[config.mk]
export PLATFORM = sky130hd
export DESIGN_NAME = dual_issue_scheduler_flat
export DESIGN_NICKNAME = d
export VERILOG_FILES = /design/src/rtl/dual_issue_scheduler_pkg.sv /design/src/rtl/dual_issue_scheduler_if.sv /design/src/rtl/dual_issue_scheduler_sat_counter.sv /design/src/rtl/dual_issue_scheduler.sv /design/src/flat_wrapper.sv
export SDC_FILE = /design/constraint.sdc
export NUM_CORES = 1
export LEC_CHECK = 0
export CORE_UTILIZATION = 50
export CTS_CLUSTER_SIZE = 10
export DETAILED_ROUTE_END_ITERATION = 10
export PLACE_DENSITY_LB_ADDON = 0.05
export SYNTH_ARGS = -nofsm -noshare
export SYNTH_HDL_FRONTEND = slang
export SYNTH_SLANG_ARGS = --single-unit
[constraint.sdc]
create_clock -name clk -period 4.63 [get_ports clk]
set_clock_uncertainty 0.2 [all_clocks]
set_input_delay 0.926 -clock clk [delete_from_list [all_inputs] [get_ports clk]]
set_output_delay 0.926 -clock clk [all_outputs]
set_load 0.02 [all_outputs]
[src/rtl/dual_issue_scheduler_pkg.sv]
// Shared constants for the dual-issue scheduler: issue-state encoding and the
// register-zero compare helper used by hazard detection.
package dual_issue_scheduler_pkg;

  localparam logic [0:0] ST_PAIR   = 1'b0;
  localparam logic [0:0] ST_ISSUE2 = 1'b1;

  localparam logic [4:0] REG_ZERO = 5'd0;

  // Register zero is hardwired, so a match against it never creates a hazard.
  function automatic logic reg_hit(input logic [4:0] dst, input logic [4:0] src);
    return (dst != REG_ZERO) && (dst == src);
  endfunction

endpackage

[src/rtl/dual_issue_scheduler_if.sv]
// Decode/EX hazard inputs, pipeline control outputs and performance counters
// exchanged between the pipeline (master) and the issue scheduler (slave).
interface dual_issue_scheduler_if #(parameter int CNT_W = 16);

  logic             pair_valid_D;
  logic             RegWrite1_D;
  logic [4:0]       Rd1_D;
  logic [4:0]       Rs2_D;
  logic [4:0]       Rt2_D;
  logic             usesRt2_D;
  logic             Mem1_D;
  logic             Mem2_D;
  logic [4:0]       Rs1_D;
  logic [4:0]       Rt1_D;
  logic             MemRead1_EX;
  logic             MemRead2_EX;
  logic [4:0]       Rt1_EX;
  logic [4:0]       Rt2_EX;
  logic             mispredict_EX;

  logic             stall_F;
  logic             stall_D;
  logic             flush_D_1;
  logic             flush_D_2;
  logic             split_active;
  logic [CNT_W-1:0] pair_cnt;
  logic [CNT_W-1:0] split_cnt;
  logic [CNT_W-1:0] stall_cnt;

  modport master (
    output pair_valid_D, RegWrite1_D, Rd1_D, Rs2_D, Rt2_D, usesRt2_D,
           Mem1_D, Mem2_D, Rs1_D, Rt1_D, MemRead1_EX, MemRead2_EX,
           Rt1_EX, Rt2_EX, mispredict_EX,
    input  stall_F, stall_D, flush_D_1, flush_D_2, split_active,
           pair_cnt, split_cnt, stall_cnt
  );

  modport slave (
    input  pair_valid_D, RegWrite1_D, Rd1_D, Rs2_D, Rt2_D, usesRt2_D,
           Mem1_D, Mem2_D, Rs1_D, Rt1_D, MemRead1_EX, MemRead2_EX,
           Rt1_EX, Rt2_EX, mispredict_EX,
    output stall_F, stall_D, flush_D_1, flush_D_2, split_active,
           pair_cnt, split_cnt, stall_cnt
  );

endinterface

[src/rtl/dual_issue_scheduler_sat_counter.sv]
// Saturating up-counter with synchronous active-high clear; holds at all-ones.
module sat_counter #(
  parameter int CNT_W = 16
) (
  input  logic             clk,
  input  logic             reset,
  input  logic             inc,
  output logic [CNT_W-1:0] cnt
);

  always_ff @(posedge clk) begin
    if (reset)
      cnt <= '0;
    else if (inc && (cnt != {CNT_W{1'b1}}))
      cnt <= cnt + 1'b1;
  end

endmodule

[src/rtl/dual_issue_scheduler.sv]
// Issue controller for the dual-issue pipeline: pair issue, split issue or
// load-use stall, with saturating performance counters.
//
// state  | meaning
// PAIR   | decode pair evaluated for joint issue, split or load-use stall
// ISSUE2 | slot 1 already issued; slot 2 issues once its load-use clears
module dual_issue_scheduler
  import dual_issue_scheduler_pkg::*;
#(
  parameter int CNT_W = 16
) (
  input logic                   clk,
  input logic                   reset,
  dual_issue_scheduler_if.slave bus
);

  logic [0:0] state;
  logic [0:0] state_nxt;
  logic       dep;
  logic       mem2;
  logic       lu_s1;
  logic       lu_s2;
  logic       lu_all;
  logic       inc_pair;
  logic       inc_split;
  logic       inc_stall;

  assign dep = bus.RegWrite1_D && (bus.Rd1_D != REG_ZERO) &&
               ((bus.Rd1_D == bus.Rs2_D) ||
                (bus.usesRt2_D && (bus.Rd1_D == bus.Rt2_D)));

  assign mem2 = bus.Mem1_D && bus.Mem2_D;

  // Load-use split by consuming slot so ISSUE2 can ignore the issued slot 1.
  assign lu_s1 = (bus.MemRead1_EX && (reg_hit(bus.Rt1_EX, bus.Rs1_D) ||
                                      reg_hit(bus.Rt1_EX, bus.Rt1_D))) ||
                 (bus.MemRead2_EX && (reg_hit(bus.Rt2_EX, bus.Rs1_D) ||
                                      reg_hit(bus.Rt2_EX, bus.Rt1_D)));

  assign lu_s2 = (bus.MemRead1_EX && (reg_hit(bus.Rt1_EX, bus.Rs2_D) ||
                                      reg_hit(bus.Rt1_EX, bus.Rt2_D))) ||
                 (bus.MemRead2_EX && (reg_hit(bus.Rt2_EX, bus.Rs2_D) ||
                                      reg_hit(bus.Rt2_EX, bus.Rt2_D)));

  assign lu_all = lu_s1 || lu_s2;

  always_comb begin
    bus.stall_F   = 1'b0;
    bus.stall_D   = 1'b0;
    bus.flush_D_1 = 1'b0;
    bus.flush_D_2 = 1'b0;
    state_nxt     = state;
    inc_pair      = 1'b0;
    inc_split     = 1'b0;
    inc_stall     = 1'b0;

    if (reset) begin
      state_nxt = ST_PAIR;
    end else if (bus.mispredict_EX) begin
      bus.flush_D_1 = 1'b1;
      bus.flush_D_2 = 1'b1;
      state_nxt     = ST_PAIR;
    end else if (!bus.pair_valid_D) begin
      state_nxt = ST_PAIR;
    end else if (state == ST_PAIR) begin
      if (lu_all) begin
        bus.stall_F   = 1'b1;
        bus.stall_D   = 1'b1;
        bus.flush_D_1 = 1'b1;
        bus.flush_D_2 = 1'b1;
        inc_stall     = 1'b1;
      end else if (dep || mem2) begin
        bus.stall_F   = 1'b1;
        bus.stall_D   = 1'b1;
        bus.flush_D_2 = 1'b1;
        state_nxt     = ST_ISSUE2;
        inc_split     = 1'b1;
      end else begin
        inc_pair = 1'b1;
      end
    end else begin
      if (lu_s2) begin
        bus.stall_F   = 1'b1;
        bus.stall_D   = 1'b1;
        bus.flush_D_1 = 1'b1;
        bus.flush_D_2 = 1'b1;
        inc_stall     = 1'b1;
      end else begin
        bus.flush_D_1 = 1'b1;
        state_nxt     = ST_PAIR;
      end
    end
  end

  assign bus.split_active = (state == ST_ISSUE2) && !reset;

  always_ff @(posedge clk) begin
    if (reset)
      state <= ST_PAIR;
    else
      state <= state_nxt;
  end

  sat_counter #(.CNT_W(CNT_W)) u_pair_cnt (
    .clk   (clk),
    .reset (reset),
    .inc   (inc_pair),
    .cnt   (bus.pair_cnt)
  );

  sat_counter #(.CNT_W(CNT_W)) u_split_cnt (
    .clk   (clk),
    .reset (reset),
    .inc   (inc_split),
    .cnt   (bus.split_cnt)
  );

  sat_counter #(.CNT_W(CNT_W)) u_stall_cnt (
    .clk   (clk),
    .reset (reset),
    .inc   (inc_stall),
    .cnt   (bus.stall_cnt)
  );

endmodule

[src/flat_wrapper.sv]
// flat-port wrapper written by rule: the top's interface ports become plain ports
module dual_issue_scheduler_flat import dual_issue_scheduler_pkg::*;
#(
  parameter int CNT_W = 16
)
  (clk, reset, bus_pair_valid_D, bus_RegWrite1_D, bus_Rd1_D, bus_Rs2_D, bus_Rt2_D, bus_usesRt2_D, bus_Mem1_D, bus_Mem2_D, bus_Rs1_D, bus_Rt1_D, bus_MemRead1_EX, bus_MemRead2_EX, bus_Rt1_EX, bus_Rt2_EX, bus_mispredict_EX, bus_stall_F, bus_stall_D, bus_flush_D_1, bus_flush_D_2, bus_split_active, bus_pair_cnt, bus_split_cnt, bus_stall_cnt);
  dual_issue_scheduler_if #(.CNT_W(CNT_W)) bus_i ();
  input logic clk;
  input logic reset;
  input wire logic [$bits(bus_i.pair_valid_D)-1:0] bus_pair_valid_D;
  input wire logic [$bits(bus_i.RegWrite1_D)-1:0] bus_RegWrite1_D;
  input wire logic [$bits(bus_i.Rd1_D)-1:0] bus_Rd1_D;
  input wire logic [$bits(bus_i.Rs2_D)-1:0] bus_Rs2_D;
  input wire logic [$bits(bus_i.Rt2_D)-1:0] bus_Rt2_D;
  input wire logic [$bits(bus_i.usesRt2_D)-1:0] bus_usesRt2_D;
  input wire logic [$bits(bus_i.Mem1_D)-1:0] bus_Mem1_D;
  input wire logic [$bits(bus_i.Mem2_D)-1:0] bus_Mem2_D;
  input wire logic [$bits(bus_i.Rs1_D)-1:0] bus_Rs1_D;
  input wire logic [$bits(bus_i.Rt1_D)-1:0] bus_Rt1_D;
  input wire logic [$bits(bus_i.MemRead1_EX)-1:0] bus_MemRead1_EX;
  input wire logic [$bits(bus_i.MemRead2_EX)-1:0] bus_MemRead2_EX;
  input wire logic [$bits(bus_i.Rt1_EX)-1:0] bus_Rt1_EX;
  input wire logic [$bits(bus_i.Rt2_EX)-1:0] bus_Rt2_EX;
  input wire logic [$bits(bus_i.mispredict_EX)-1:0] bus_mispredict_EX;
  output wire logic [$bits(bus_i.stall_F)-1:0] bus_stall_F;
  output wire logic [$bits(bus_i.stall_D)-1:0] bus_stall_D;
  output wire logic [$bits(bus_i.flush_D_1)-1:0] bus_flush_D_1;
  output wire logic [$bits(bus_i.flush_D_2)-1:0] bus_flush_D_2;
  output wire logic [$bits(bus_i.split_active)-1:0] bus_split_active;
  output wire logic [$bits(bus_i.pair_cnt)-1:0] bus_pair_cnt;
  output wire logic [$bits(bus_i.split_cnt)-1:0] bus_split_cnt;
  output wire logic [$bits(bus_i.stall_cnt)-1:0] bus_stall_cnt;
  assign bus_i.pair_valid_D = bus_pair_valid_D;
  assign bus_i.RegWrite1_D = bus_RegWrite1_D;
  assign bus_i.Rd1_D = bus_Rd1_D;
  assign bus_i.Rs2_D = bus_Rs2_D;
  assign bus_i.Rt2_D = bus_Rt2_D;
  assign bus_i.usesRt2_D = bus_usesRt2_D;
  assign bus_i.Mem1_D = bus_Mem1_D;
  assign bus_i.Mem2_D = bus_Mem2_D;
  assign bus_i.Rs1_D = bus_Rs1_D;
  assign bus_i.Rt1_D = bus_Rt1_D;
  assign bus_i.MemRead1_EX = bus_MemRead1_EX;
  assign bus_i.MemRead2_EX = bus_MemRead2_EX;
  assign bus_i.Rt1_EX = bus_Rt1_EX;
  assign bus_i.Rt2_EX = bus_Rt2_EX;
  assign bus_i.mispredict_EX = bus_mispredict_EX;
  assign bus_stall_F = bus_i.stall_F;
  assign bus_stall_D = bus_i.stall_D;
  assign bus_flush_D_1 = bus_i.flush_D_1;
  assign bus_flush_D_2 = bus_i.flush_D_2;
  assign bus_split_active = bus_i.split_active;
  assign bus_pair_cnt = bus_i.pair_cnt;
  assign bus_split_cnt = bus_i.split_cnt;
  assign bus_stall_cnt = bus_i.stall_cnt;
  dual_issue_scheduler #(.CNT_W(CNT_W)) u_core (.clk(clk), .reset(reset), .bus(bus_i));
endmodule
# --- Yosys cells after proc, flatten, opt, wreduce, memory -nomap -nowiden ---
# Cells that the tools add are included.
classes:
  eq_ne: 13
  mux: 30
  n_bitwise: 1
  add_sub_neg: 3
  n_reduce_logical: 34
op_table:
  columns: ["op", "n"]
  rows:
  - ["$eq 5x5->1", 10]
  - ["$add 16x1->16 const B", 3]
  - ["$ne 16x16->1 const B", 3]
  - ["$mux 1", 30]
  - ["$logic_and 1x1->1", 20]
  - ["$reduce_bool 5->1", 3]
  - ["$logic_or 1x1->1", 9]
  - ["$reduce_or 3->1", 1]
  - ["$logic_not 1->1", 1]
  - ["$not 1->1", 1]
totals:
  input_bits: 45
  ff_bits: 49

# --- Longest topological paths before layout ---
# Gate-level depths: netlist (run 1).
depth:
  depth_word: 12
  mapped_depth: 10
  depth_no_buf: 8

# --- Cells and area by module ---
# A second synthesis (run 1) with hierarchy kept.
unflattened:
  cells_unflattened: 417
  area_unflattened_um2: 3403.3
by_module_without_submodules:
  columns: ["mod", "instances", "area_each_um2", "cells_each", "seq_area_each_um2"]
  rows:
  - ["sat_counter", 3, 848.3, 99, 320.3]
  - ["dual_issue_scheduler", 1, 858.3, 120, 20.0]

# --- Least setup slack after synthesis (run 1) ---
# Ideal clock, no wire load.
synth_path:
  path_kind: "in2out"
  startpoint: "input bus_Rt1_EX[3]"
  endpoint: "output bus_flush_D_1"
  slack_ns: 0.830
  arrival_ns: 2.674
  stages: 10
  path_cell_list: "buf_2 > xor2_1 > nor3_1 > nand3_1 > a31o_2 > nand3_2 > buf_6 > clkbuf_1 > a21oi_1 > nor2_1"
synth_via:
  elab_chain_cells: 11
synth_lines:
  columns: ["element", "line", "text"]
  rows:
  - ["start: declaration", "flat_wrapper.sv:22", "input wire logic [$bits(bus_i.Rt1_EX)-1:0] bus_Rt1_EX;"]
  - ["$eq 5x5->1 or $reduce_bool 5->1 (tied branches)", "dual_issue_scheduler_pkg.sv:12", "return (dst != REG_ZERO) && (dst == src);"]
  - ["$logic_and 1x1->1", "dual_issue_scheduler_pkg.sv:12", null]
  - ["$logic_or 1x1->1, on equally long branches", "dual_issue_scheduler.sv:35, dual_issue_scheduler.sv:40", null]
  - ["$logic_and 1x1->1, on equally long branches", "dual_issue_scheduler.sv:35, dual_issue_scheduler.sv:40", null]
  - ["$logic_or 1x1->1, on equally long branches", "dual_issue_scheduler.sv:36, dual_issue_scheduler.sv:41", null]
  - ["$logic_or 1x1->1 (*)", "dual_issue_scheduler.sv:45", "assign lu_all = lu_s1 || lu_s2;"]
  - ["$mux 1 (*)", "dual_issue_scheduler.sv:66", "if (lu_all) begin"]
  - ["$mux 1 (*)", "dual_issue_scheduler.sv:65", "end else if (state == ST_PAIR) begin"]
  - ["$mux 1 (*)", "dual_issue_scheduler.sv:63", "end else if (!bus.pair_valid_D) begin"]
  - ["$mux 1 (*)", "dual_issue_scheduler.sv:59", "end else if (bus.mispredict_EX) begin"]
  - ["$mux 1 (*)", "dual_issue_scheduler.sv:57", "if (reset) begin"]
  - ["end: declaration", "flat_wrapper.sv:27", "output wire logic [$bits(bus_i.flush_D_1)-1:0] bus_flush_D_1;"]
# Every way passes the cells marked *; elsewhere a longest branch is shown, timed or not.

# --- Worst setup path after layout (run 1) ---
layout_path:
  startpoint: "input bus_Rt1_EX[2]"
  endpoint: "output bus_flush_D_2"
layout_via:
  elab_chain_cells: 11
layout_lines:
  columns: ["element", "line", "text"]
  rows:
  - ["$eq 5x5->1 or $reduce_bool 5->1 (tied branches)", "dual_issue_scheduler_pkg.sv:12", null]
  - ["$logic_and 1x1->1", "dual_issue_scheduler_pkg.sv:12", null]
  - ["$logic_or 1x1->1, on equally long branches", "dual_issue_scheduler.sv:35, dual_issue_scheduler.sv:40", null]
  - ["$logic_and 1x1->1, on equally long branches", "dual_issue_scheduler.sv:35, dual_issue_scheduler.sv:40", null]
  - ["$logic_or 1x1->1, on equally long branches", "dual_issue_scheduler.sv:36, dual_issue_scheduler.sv:41", null]
  - ["$logic_or 1x1->1", "dual_issue_scheduler.sv:45", null]
  - ["$mux 1", "dual_issue_scheduler.sv:66", null]
  - ["$mux 1 (*)", "dual_issue_scheduler.sv:65", null]
  - ["$mux 1 (*)", "dual_issue_scheduler.sv:63", null]
  - ["$mux 1 (*)", "dual_issue_scheduler.sv:59", null]
  - ["$mux 1 (*)", "dual_issue_scheduler.sv:57", null]
  - ["end: declaration", "flat_wrapper.sv:28", "output wire logic [$bits(bus_i.flush_D_2)-1:0] bus_flush_D_2;"]
# Marks and branches as above.

==> metrics.md, run 1 <==
| Metric | Value |
|---|---|
| Drt wl/cell | 15.45 µm |
| Logic pwr share | 19.4% |
| Routability cong. | 0.8263 |
| CP cell instances | clkdlybuf4s50_1 > or4_1 > o21ai_2 > a31oi_1 > o311ai_1 > o21ai_0 > clkdlybuf4s50_1 |
| P_int | 611.6 µW |
| Fin. Hold Viols | 0 |
| Mapped Cells | 417 |
| Vias in the first global route | 3261 |
| Total grt overflow | 0 |
| Final Util | 69.65% |
| Share of power burned in registers | 49.3% |
| DRC Markers | 7 |
| Die W | 83.83 µm |
| N_diodes | 0 |
| Fill cell count | 549 |
| Clock Tree Buf Depth | 2 |
| Count of different cell masters after synthesis | 41 |
| Post-CTS Setup Inserts | 0 |
| CP most frequent cell | clkdlybuf4s50_1 |
| Register bit count reported by yosys | 49 |
| Clock sinks | 49 |
| Root Buffer | clkbuf_8 |
| Crit end category | output pin |
| Die Span Y | 83.83 µm |
| Post-synthesis sequential area ratio | 29.30% |
| Net Sw Power | 249.8 µW |
| Violated checks | design-rule violations |
| Initial antenna violation count | 0 |
| Dpl ws | 29.29 ps |
| Initial core utilization | 52.13% |
| Max VDD drop | 0.1340 mV |
| Max_slew headroom | 46.27% |
| Total number of vias | 3489 |
| Clk_lat worst skew | 300 ps |
| Post-route ant nets | 0 |
| Die area | 7027 µm² |
| Outcome | finished, violations left |
| FP Rows | 29 |
| F_max | 0.2213 GHz |
| Port bufs | 97 |
| Clock share of power | 31.3% |
| Sw Ratio | 29.00% |
| Total wire length | 8960 µm |
| Area Overhead vs Synth | 33.59% |
| Syn_area_per_cell | 8.029 µm² |
| Period utilization | 97.61% |
| Worst path max stage delay | 580 ps |
| Critical path class | in2out |
| Largest net degree at the start of global routing | 45 |
| Multi-input logic area | 2185 µm² |
| Pwr Density | 192.6 nW/µm² |
| Max Cap Violations | 0 |
| Detail Placement HPWL | 6693 µm |
| CP Buf/Inv Count | 2 |
| Final setup fails | 0 |
| Post-synth net total | 465 |
| I/O pin total | 98 |
| Tightest Hold Check Type | reg2reg |
| Register Area | 980.9 µm² |
| Hold path depth | 2 |
| Synthesized area | 3348 µm² |
| First-pass GRT wire length | 14920 µm |
| Total negative slack | 0 ps |
| First DRT Iteration DRCs | 139 |
| Number of synthesis warnings | 0 |
| Vias per inst | 6.016 |
| Critical Path Stages | 7 |
| CTS clk-pin slew, worst paths | 90 ps |
| Max Slew Vio Count | 0 |
| Worst Slack Setup Final | 110.6 ps |
| Fin nets | 550 |
| Critical path arrival | 3390 ps |
| CP required | 3500 ps |
| Tot GR Track Use | 25.37% |
| Core area | 6422 µm² |
| Startpoint Class | input pin |
| Critical path's top delay family | buffers and inverters |
| CTS Hold Bufs | 0 |
| Slowest CP cell | clkdlybuf4s50_1 |
| RSZ-0062 raised after global routing | false |
| Minimum clock period | 4519 ps |
| FF-to-FF path depth | 7 |
| CTS tree | done |
| Pre-antenna DRT Iters | 8 |
| CTS H-Tree Depth | 2 |
| Power Total | 861.4 µW |
| Leak pwr | 0.001461 µW |
| Cts bufs inserted | 5 |
| Worst-Margin Slew | 804.0 ps |
| Layout cells sized above 1 | 9.742% |
| Crit Path Max Fanout | 5 |
[final timing paths]
check	start	end	slack (ps)
setup / recovery	bus_Rt1_EX[2]	bus_flush_D_2	110
hold reg to reg	u_core.state	u_core.state	290
hold / removal	u_core.state	u_core.state	290
setup reg to reg	u_core.u_split_cnt.cnt[2]	u_core.u_split_cnt.cnt[8]	1970
[power groups by stage]
stage                     Combinational, µW  Sequential (µW)  Clock [µW]
after floorplan                        89.5              435           0
after global placement                  163              434           0
after detailed placement                166              434           0
after CTS                               166              424         278
after global routing                    181              425         297
final                                   167              424         270
[cells in the final DEF, fill, tap and decap left out, drive strengths merged, types with 3 or more instances in the layout]
| master | n |
|---|---|
| nor4 | 5 |
| nor2b | 10 |
| dfxtp | 49 |
| xor2 | 41 |
| nor3 | 13 |
| mux2 | 9 |
| and3 | 6 |
| nand2 | 15 |
| or2 | 5 |
| xnor2 | 9 |
| or3 | 11 |
| o41ai | 7 |
| ha | 3 |
| and4 | 3 |
| o21ai | 14 |
| clkdlybuf4s50 | 96 |
| a21oi | 32 |
| clkbuf | 5 |
| and2 | 3 |
| nor2 | 22 |
| inv | 9 |
| buf | 17 |
| o31ai | 21 |
| nand3 | 29 |
| o311ai | 10 |
| nand4 | 17 |
| or4 | 27 |
[per-stage QoR]
stage | std cells | hold slack [ps] | cell area [µm²]
after floorplan | 417 | 240.1 | 3348
after global placement | 572 | 259.4 | 4373
after detailed placement | 572 | 275.1 | 4373
after CTS | 580 | 289.0 | 4468
after global routing | 580 | 324.4 | 4473
final | 580 | 288.8 | 4473
[area by class of cell]
cell class | instances | area share (%)
clock inverters | 3 | 0.5874
repair buffers | 113 | 24.28
inverters | 8 | 0.6713
well taps | 77 | 2.154
multi-input cells | 325 | 48.84
clock buffers | 5 | 1.538
flip-flops and latches | 49 | 21.93
[tightest hold or removal path: cells and delay by family (launching register included)]
kind,cells,cell delay (ps)
DFF,1,330
and+or+nand+nor,1,60
AOI/OAI and AO/OA,1,60
[routing by layer]
layer | up-vias | wire length [µm] | global-route usage, %
li1 | 1745 | - | -
met1 | 1634 | 3998 | 31.95
met2 | 100 | 4446 | 45.31
met3 | 10 | 381 | 3.759
met4 | 0 | 134 | 6.113
met5 | - | 0 | 0
[registers in the layout (all words and copies together) (netlist names)]
signal                  count
u_core.state                1
u_core.u_pair_cnt.cnt      16
u_core.u_stall_cnt.cnt     16
u_core.u_split_cnt.cnt     16
[repair_timing]
item,4_1_cts,5_1_grt
setup endpoints to repair,0,3
hold endpoints to repair,0,0
resized for setup,0,2
[Yosys cell counts]
master | number | area share (%)
a32oi_1 | 1 | 0.26
or3_1 | 11 | 2.1
nand4_1 | 17 | 3.2
nand3_2 | 1 | 0.30
or4b_1 | 1 | 0.30
buf_2 | 12 | 1.8
o311ai_0 | 10 | 2.6
or4_1 | 25 | 5.6
clkbuf_1 | 19 | 2.1
and4_1 | 3 | 0.78
buf_4 | 1 | 0.22
ha_1 | 3 | 1.1
o211ai_1 | 1 | 0.22
xor2_1 | 41 | 11
nor2b_1 | 10 | 1.9
nand3_1 | 28 | 4.2
dfxtp_1 | 49 | 29
inv_1 | 8 | 0.90
o21ai_0 | 10 | 1.5
a31oi_1 | 2 | 0.37
o41ai_1 | 7 | 1.8
nor4b_1 | 2 | 0.52
a22oi_1 | 2 | 0.45
xnor2_1 | 9 | 2.4
or2_2 | 5 | 0.93
a21oi_1 | 32 | 4.8
o21ai_2 | 4 | 1.0
and2_1 | 3 | 0.56
nor2_1 | 22 | 2.5
or4_4 | 2 | 0.67
o221ai_1 | 1 | 0.26
o31ai_1 | 21 | 4.7
o22ai_1 | 1 | 0.19
buf_6 | 1 | 0.34
nor4_1 | 5 | 0.93
buf_1 | 2 | 0.22
nand2_1 | 15 | 1.7
nor3_1 | 13 | 1.9
a31o_2 | 2 | 0.52
mux2_2 | 9 | 3.0
and3_1 | 6 | 1.1
[cell families (layout without fill, tap and decap cells)]
family	Yosys count	count (layout)	synth area share, %
fa+ha+maj	3	3	1.121
flops	49	49	29.30
compound gates	94	94	18.76
xor+xnor	50	50	13.08
mux	9	9	3.027
buf+inv	43	129	5.606
simple gates	169	169	29.11
(Power assumes the default switching activity.)
==> run 2: changes to the inputs <==
--- a/config.mk
+++ b/config.mk
@@ -5,6 +5,7 @@
 export SDC_FILE = /design/constraint.sdc
 export NUM_CORES = 1
 export LEC_CHECK = 0
+export ABC_AREA = 1
 export CORE_UTILIZATION = 50
 export CTS_CLUSTER_SIZE = 10
 export DETAILED_ROUTE_END_ITERATION = 10
==> run 2 against run 1 <==
Net effect:
- the flow now finishes without violations
- global-route usage is 0.68 points higher
- hold slack improved by 15 ps
- register-to-register slack better by 140 ps
- total power rose by 10%
- synthesized area up 24%
- largest cell class unchanged
- highest routed layer unchanged
==> metrics.md, run 2 <==
| Metric | Value |
|---|---|
| Period utilization | 93.82% (was 97.61%) |
| Detail Placement HPWL | 8241 µm (was 6693 µm) |
| Cts bufs inserted | 5 (unchanged) |
| CTS H-Tree Depth | 2 (unchanged) |
| Layout cells sized above 1 | 11.25% (was 9.742%) |
| Tot GR Track Use | 26.05% (was 25.37%) |
| Most frequent cell after synthesis | nand2_1 (was dfxtp_1) |
| Post-synth ARST share | 0% (unchanged) |
| Die Span Y | 93.00 µm (was 83.83 µm) |
| Post-synthesis sequential area ratio | 23.69% (was 29.30%) |
| Final Util | 66.87% (was 69.65%) |
| N_diodes | 0 (unchanged) |
| Final setup fails | 0 (unchanged) |
| Commonest cells post-synth | 177 x nand2_1, 64 x inv_1, 56 x nor2_1 (was 49 x dfxtp_1, 41 x xor2_1, 32 x a21oi_1) |
| Core area | 7848 µm² (was 6422 µm²) |
| CTS Hold Bufs | 0 (unchanged) |
| I/O pin total | 98 (unchanged) |
| Critical path arrival | 3220 ps (was 3390 ps) |
| Leading registers by flop count | u_core.u_pair_cnt.cnt (16), u_core.u_split_cnt.cnt (16), u_core.u_stall_cnt.cnt (16) (unchanged) |
| Largest net degree at the start of global routing | 30 (was 45) |
| Root Buffer | clkbuf_8 (unchanged) |
| First-pass GRT wire length | 18790 µm (was 14920 µm) |
| Routability cong. | 0.9031 (was 0.8263) |
| Pre-antenna DRT Iters | 4 (was 8) |
| Die area | 8648 µm² (was 7027 µm²) |
| Total grt overflow | 0 (unchanged) |
| Syn_area_per_cell | 6.561 µm² (was 8.029 µm²) |
| Max Cap Violations | 0 (unchanged) |
| Port bufs | 97 (unchanged) |
| Worst-Margin Slew | 583.8 ps (was 804.0 ps) |
| Fin nets | 767 (was 550) |
| RSZ-0062 raised after global routing | false (unchanged) |
| Pwr Density | 181.2 nW/µm² (was 192.6 nW/µm²) |
| Post-route ant nets | 0 (unchanged) |
| Post-synth top area share | 23.69% (was 29.30%) |
| FP Rows | 32 (was 29) |
| Clock sinks | 49 (unchanged) |
| Area contributors post-synth | dfxtp_1 24%, nand2_1 16%, xor2_1 7.8%, nand4_1 7.7%, inv_1 5.8% (was dfxtp_1 29%, xor2_1 11%, or4_1 5.6%, a21oi_1 4.8%, o31ai_1 4.7%) |
| Post-synth net total | 679 (was 465) |
| Tightest Hold Check Type | reg2reg (unchanged) |
| F_max | 0.2302 GHz (was 0.2213 GHz) |
| Total wire length | 10970 µm (was 8960 µm) |
| Commonest non-fill, non-tap cells in the layout | 177 x nand2_1, 92 x clkdlybuf4s50_1, 64 x inv_1 (was 96 x clkdlybuf4s50_1, 49 x dfxtp_1, 41 x xor2_1) |
| Startpoint Class | input pin (unchanged) |
| Post-synth EDFFs | 0 (unchanged) |
| Max VDD drop | 0.1483 mV (was 0.1340 mV) |
| Synthesized area | 4140 µm² (was 3348 µm²) |
| First DRT Iteration DRCs | 141 (was 139) |
| Die W | 93.00 µm (was 83.83 µm) |
| Number of synthesis warnings | 0 (unchanged) |
| Vias per inst | 5.296 (was 6.016) |
| Post-CTS Setup Inserts | 0 (unchanged) |
| Total negative slack | 0 ps (unchanged) |
| Leak pwr | 0.002150 µW (was 0.001461 µW) |
| CTS clk-pin slew, worst paths | 100 ps (was 90 ps) |
| DRC Markers | 0 (was 7) |
| Top_reg_cell synth | dfxtp_1 (unchanged) |
| Max Slew Vio Count | 0 (unchanged) |
| Count of different cell masters after synthesis | 37 (was 41) |
| Vias in the first global route | 4127 (was 3261) |
| CP required | 3500 ps (about the same) |
| Clk_lat worst skew | 300 ps (about the same) |
| Largest area contributor in the netlist | dfxtp_1 (unchanged) |
| Max_slew headroom | 61.04% (was 46.27%) |
| Drt wl/cell | 13.35 µm (was 15.45 µm) |
| CTS tree | done (unchanged) |
| Crit Path Max Fanout | 5 (unchanged) |
| Register bit count reported by yosys | 49 (unchanged) |
| Initial core utilization | 52.76% (was 52.13%) |
| Clock Tree Buf Depth | 2 (unchanged) |
| Crit end category | output pin (unchanged) |
| Initial antenna violation count | 0 (unchanged) |
| Most common cell after layout, fill and taps aside | nand2_1 (was clkdlybuf4s50_1) |
| Fin. Hold Viols | 0 (unchanged) |
| Outcome | complete, no violations (was finished, violations left) |
| Area Overhead vs Synth | 26.75% (was 33.59%) |
| Total number of vias | 4353 (was 3489) |
| Minimum clock period | 4344 ps (was 4519 ps) |
| Mapped Cells | 631 (was 417) |
| Critical path class | in2out (unchanged) |
-- run 2: cell type report --
type	count	area [µm²]
inverters	81	316.6
clock inverters	3	43.79
multi-input cells	481	2704
repair buffers	101	1006
flip-flops and latches	49	980.9
well taps	102	127.6
clock buffers	5	68.82
fillers	737	2600
-- run 2: worst paths after layout --
kind              cells after the start                      start                         to  slack, ps
setup / recovery                     12              bus_Rt2_EX[0]              bus_flush_D_1        290
hold / removal                        2  u_core.u_pair_cnt.cnt[15]  u_core.u_pair_cnt.cnt[15]        300
setup reg to reg                      7   u_core.u_pair_cnt.cnt[0]   u_core.u_pair_cnt.cnt[7]       2110
hold reg to reg                       2  u_core.u_pair_cnt.cnt[15]  u_core.u_pair_cnt.cnt[15]        300
-- run 2: what timing repair did --
| item | CTS | global route |
|---|---|---|
| resized for setup | 0 | 4 |
| hold endpoints to repair | 0 | 0 |
| endpoints found under the setup margin | 0 | 3 |
-- run 2: logic make-up after synthesis --
group	after synthesis	synth area share [%]
and+or+nand+nor	372	45.78
buffers and inverters	101	11.00
xor gates and xnor gates	54	11.42
AOI/OAI and AO/OA	52	7.193
DFF	49	23.69
adders and majority gates	3	0.9067
-- run 2: worst max-delay path, stage by stage --
cell and delay [ps]:
clkdlybuf4s50_1 590, inv_2 90, nand2_1 60, nand2_1 60
nor2_1 190, nand3_1 130, nand2_2 110, nand2_4 70
nand2_8 100, nor3_4 60, o22ai_1 190, clkdlybuf4s50_1 640
-- run 2: routing by layer --
metal,GRT usage [%],vias up,part of all wire (%)
met5,0,-,0
met4,4.872,0,0.46
met3,3.415,10,6.1
met2,45.34,144,47
met1,34.53,1984,47
li1,-,2215,-
-- run 2: metrics by stage --
| stage | area (µm²) | setup slack, ps | std cells | power [µW] | hold slack, ps |
|---|---|---|---|---|---|
| global route | 5248 | 168.4 | 822 | 990.5 | 334.2 |
| detailed placement | 5125 | 100.1 | 814 | 636.2 | 283.7 |
| finish | 5248 | 286.3 | 822 | 950.6 | 304.3 |
| CTS | 5238 | 87.83 | 822 | 955.1 | 301.1 |
| floorplan | 4140 | 1142 | 631 | 556.1 | 352.0 |
| global placement | 5125 | 142.0 | 814 | 633.6 | 275.3 |
-- run 2: report_power, final --
group	switching [µW]	internal (µW)
registers	2.71	423
clock network	160	162
logic	120	82.4
total	283	668
==> run 3: changes to the inputs <==
--- a/config.mk
+++ b/config.mk
@@ -6,6 +6,7 @@
 export NUM_CORES = 1
 export LEC_CHECK = 0
 export ABC_AREA = 1
+export CORE_MARGIN = 1.5
 export CORE_UTILIZATION = 50
 export CTS_CLUSTER_SIZE = 10
 export DETAILED_ROUTE_END_ITERATION = 10
==> run 3 against run 2 <==
Net effect:
- sequential share of layout area hardly changed
- first-iteration DRC count increased by 21%
- via count increased by 0.44%
- critical path type unchanged
- largest cell class unchanged
==> metrics.md, run 3 (synthesis results as in run 2) <==
| Metric | Value |
|---|---|
| Critical path class | in2out (unchanged) |
| Most common cell after layout, fill and taps aside | nand2_1 (unchanged) |
| Initial core utilization | 50.90% (was 52.76%) |
| First DRT Iteration DRCs | 171 (was 141) |
| Total number of vias | 4372 (was 4353) |
| Dpl cells | 817 (was 814) |
| F_max | 0.2238 GHz (was 0.2302 GHz) |
| Die area | 8835 µm² (was 8648 µm²) |
| Initial antenna violation count | 0 (unchanged) |
| Period utilization | 96.53% (was 93.82%) |
| Post-CTS Setup Inserts | 0 (unchanged) |
| Worst-Margin Slew | 591.3 ps (was 583.8 ps) |
| Clock sinks | 49 (unchanged) |
| Startpoint Class | input pin (unchanged) |
| CTS H-Tree Depth | 2 (unchanged) |
| Crit end category | output pin (unchanged) |
| Pre-antenna DRT Iters | 4 (unchanged) |
| Crit Path Max Fanout | 7 (was 5) |
| Fill cell count | 786 (was 737) |
| Die W | 94.00 µm (was 93.00 µm) |
| Leading registers by flop count | u_core.u_pair_cnt.cnt (16), u_core.u_split_cnt.cnt (16), u_core.u_stall_cnt.cnt (16) (unchanged) |
| Vias in the first global route | 3966 (was 4127) |
| Final setup fails | 0 (unchanged) |
| DRC Markers | 0 (unchanged) |
| First-pass GRT wire length | 17950 µm (was 18790 µm) |
| Core area | 8134 µm² (was 7848 µm²) |
| Tot GR Track Use | 24.91% (was 26.05%) |
| Total negative slack | 0 ps (unchanged) |
| Commonest non-fill, non-tap cells in the layout | 177 x nand2_1, 95 x clkdlybuf4s50_1, 64 x inv_1 (was 177 x nand2_1, 92 x clkdlybuf4s50_1, 64 x inv_1) |
| Port bufs | 97 (unchanged) |
| RSZ-0062 raised after global routing | false (unchanged) |
| Minimum clock period | 4469 ps (was 4344 ps) |
| Area Overhead vs Synth | 26.65% (was 26.75%) |
| Total wire length | 10880 µm (was 10970 µm) |
| Largest net degree at the start of global routing | 29 (was 30) |
| Total grt overflow | 0 (unchanged) |
| Max Slew Vio Count | 0 (unchanged) |
| Die Span Y | 94.00 µm (was 93.00 µm) |
| Pwr Density | 180.4 nW/µm² (was 181.2 nW/µm²) |
| Clock Tree Buf Depth | 2 (unchanged) |
| WHS | 296.8 ps (was 304.3 ps) |
| FP Rows | 33 (was 32) |
| Max VDD drop | 0.1388 mV (was 0.1483 mV) |
| Max Cap Violations | 0 (unchanged) |
| Root Buffer | clkbuf_8 (unchanged) |
| Fin nets | 767 (unchanged) |
| Outcome | complete, no violations (unchanged) |
| Routability cong. | 0.9338 (was 0.9031) |
| Post-route ant nets | 0 (unchanged) |
| Final Non-Filler Cells | 825 (was 822) |
| N_diodes | 0 (unchanged) |
| Layout cells sized above 1 | 11.25% (unchanged) |
| Leak pwr | 0.002110 µW (was 0.002150 µW) |
| Fin. Hold Viols | 0 (unchanged) |
| Drt wl/cell | 13.19 µm (was 13.35 µm) |
| CTS clk-pin slew, worst paths | 90 ps (was 100 ps) |
| Clk_lat worst skew | 310 ps (was 300 ps) |
| Power Total | 946.1 µW (was 950.6 µW) |
| Max_slew headroom | 60.54% (was 61.04%) |
| CP required | 3500 ps (about the same) |
| CTS tree | done (unchanged) |
| Vias per inst | 5.299 (was 5.296) |
| Critical path arrival | 3340 ps (was 3220 ps) |
| Tightest Hold Check Type | reg2reg (unchanged) |
| Cts bufs inserted | 5 (unchanged) |
| I/O pin total | 98 (unchanged) |
| CTS Hold Bufs | 0 (unchanged) |
| Detail Placement HPWL | 8118 µm (was 8241 µm) |
[run 3: final cells by class]
type | instances | area, µm² | area share (%)
Inverter | 81 | 316.6 | 6.037
Clock buffer | 5 | 68.82 | 1.312
Timing Repair Buffer | 101 | 998.5 | 19.04
Clock inverter | 3 | 43.79 | 0.8351
Multi-Input combinational cell | 481 | 2704 | 51.56
Sequential cell | 49 | 980.9 | 18.71
Tap cell | 105 | 131.4 | 2.505
[run 3: power by group]
group	internal, µW	total [µW]	switching [µW]	leakage, µW
clock network	162	319	157	0.0000585
logic	82.8	202	119	0.00166
registers	423	425	2.69	0.000395
[run 3: path summary, 6_finish.rpt]
kind                                                start                        end  slack, ps  cells after the start
worst max-delay path                        bus_Rt1_EX[2]                bus_stall_F        160                     14
worst min-delay path            u_core.u_pair_cnt.cnt[15]  u_core.u_pair_cnt.cnt[15]        300                      2
worst max register to register   u_core.u_pair_cnt.cnt[0]   u_core.u_pair_cnt.cnt[6]       2150                      7
worst min register to register  u_core.u_pair_cnt.cnt[15]  u_core.u_pair_cnt.cnt[15]        300                      2
[run 3: per-layer routing]
| layer | up-vias | GRT usage, % | wire (µm) |
|---|---|---|---|
| met3 | 11 | 3.479 | 650 |
| met2 | 140 | 42.27 | 5122 |
| met5 | - | 0 | 0 |
| met4 | 0 | 5.970 | 115 |
| li1 | 2216 | - | - |
| met1 | 2005 | 33.25 | 4991 |
[run 3: through the flow]
| stage | setup slack, ps | utilization [%] | instance area [µm²] |
|---|---|---|---|
| 6_report | 160.8 | 64.47 | 5244 |
| 5_1_grt | 11.97 | 64.47 | 5244 |
| 4_1_cts | 159.0 | 64.44 | 5241 |
| 3_5_place_dp | 184.5 | 63.05 | 5129 |
| 3_3_place_gp | 213.1 | 63.05 | 5129 |
| 2_1_floorplan | 1142 | - | 4140 |
[run 3: repair_timing]
| action | 4_1_cts | 5_1_grt |
|---|---|---|
| endpoints found under the setup margin | 0 | 1 |
| hold endpoints to repair | 0 | 0 |
| gates resized for setup | 0 | 1 |
[run 3: worst max-delay path, cell delays in order]
cell             delay [ps]
clkdlybuf4s50_1         610
inv_2                   100
nand2_1                  70
nand2_1                  50
nor2_1                  140
nand3_1                  90
nand2_1                 130
nand2_4                  90
nand2_8                 110
nor2_8                   70
nand2_1                  60
nand4_1                 120
nor2_1                  150
clkdlybuf4s50_1         620
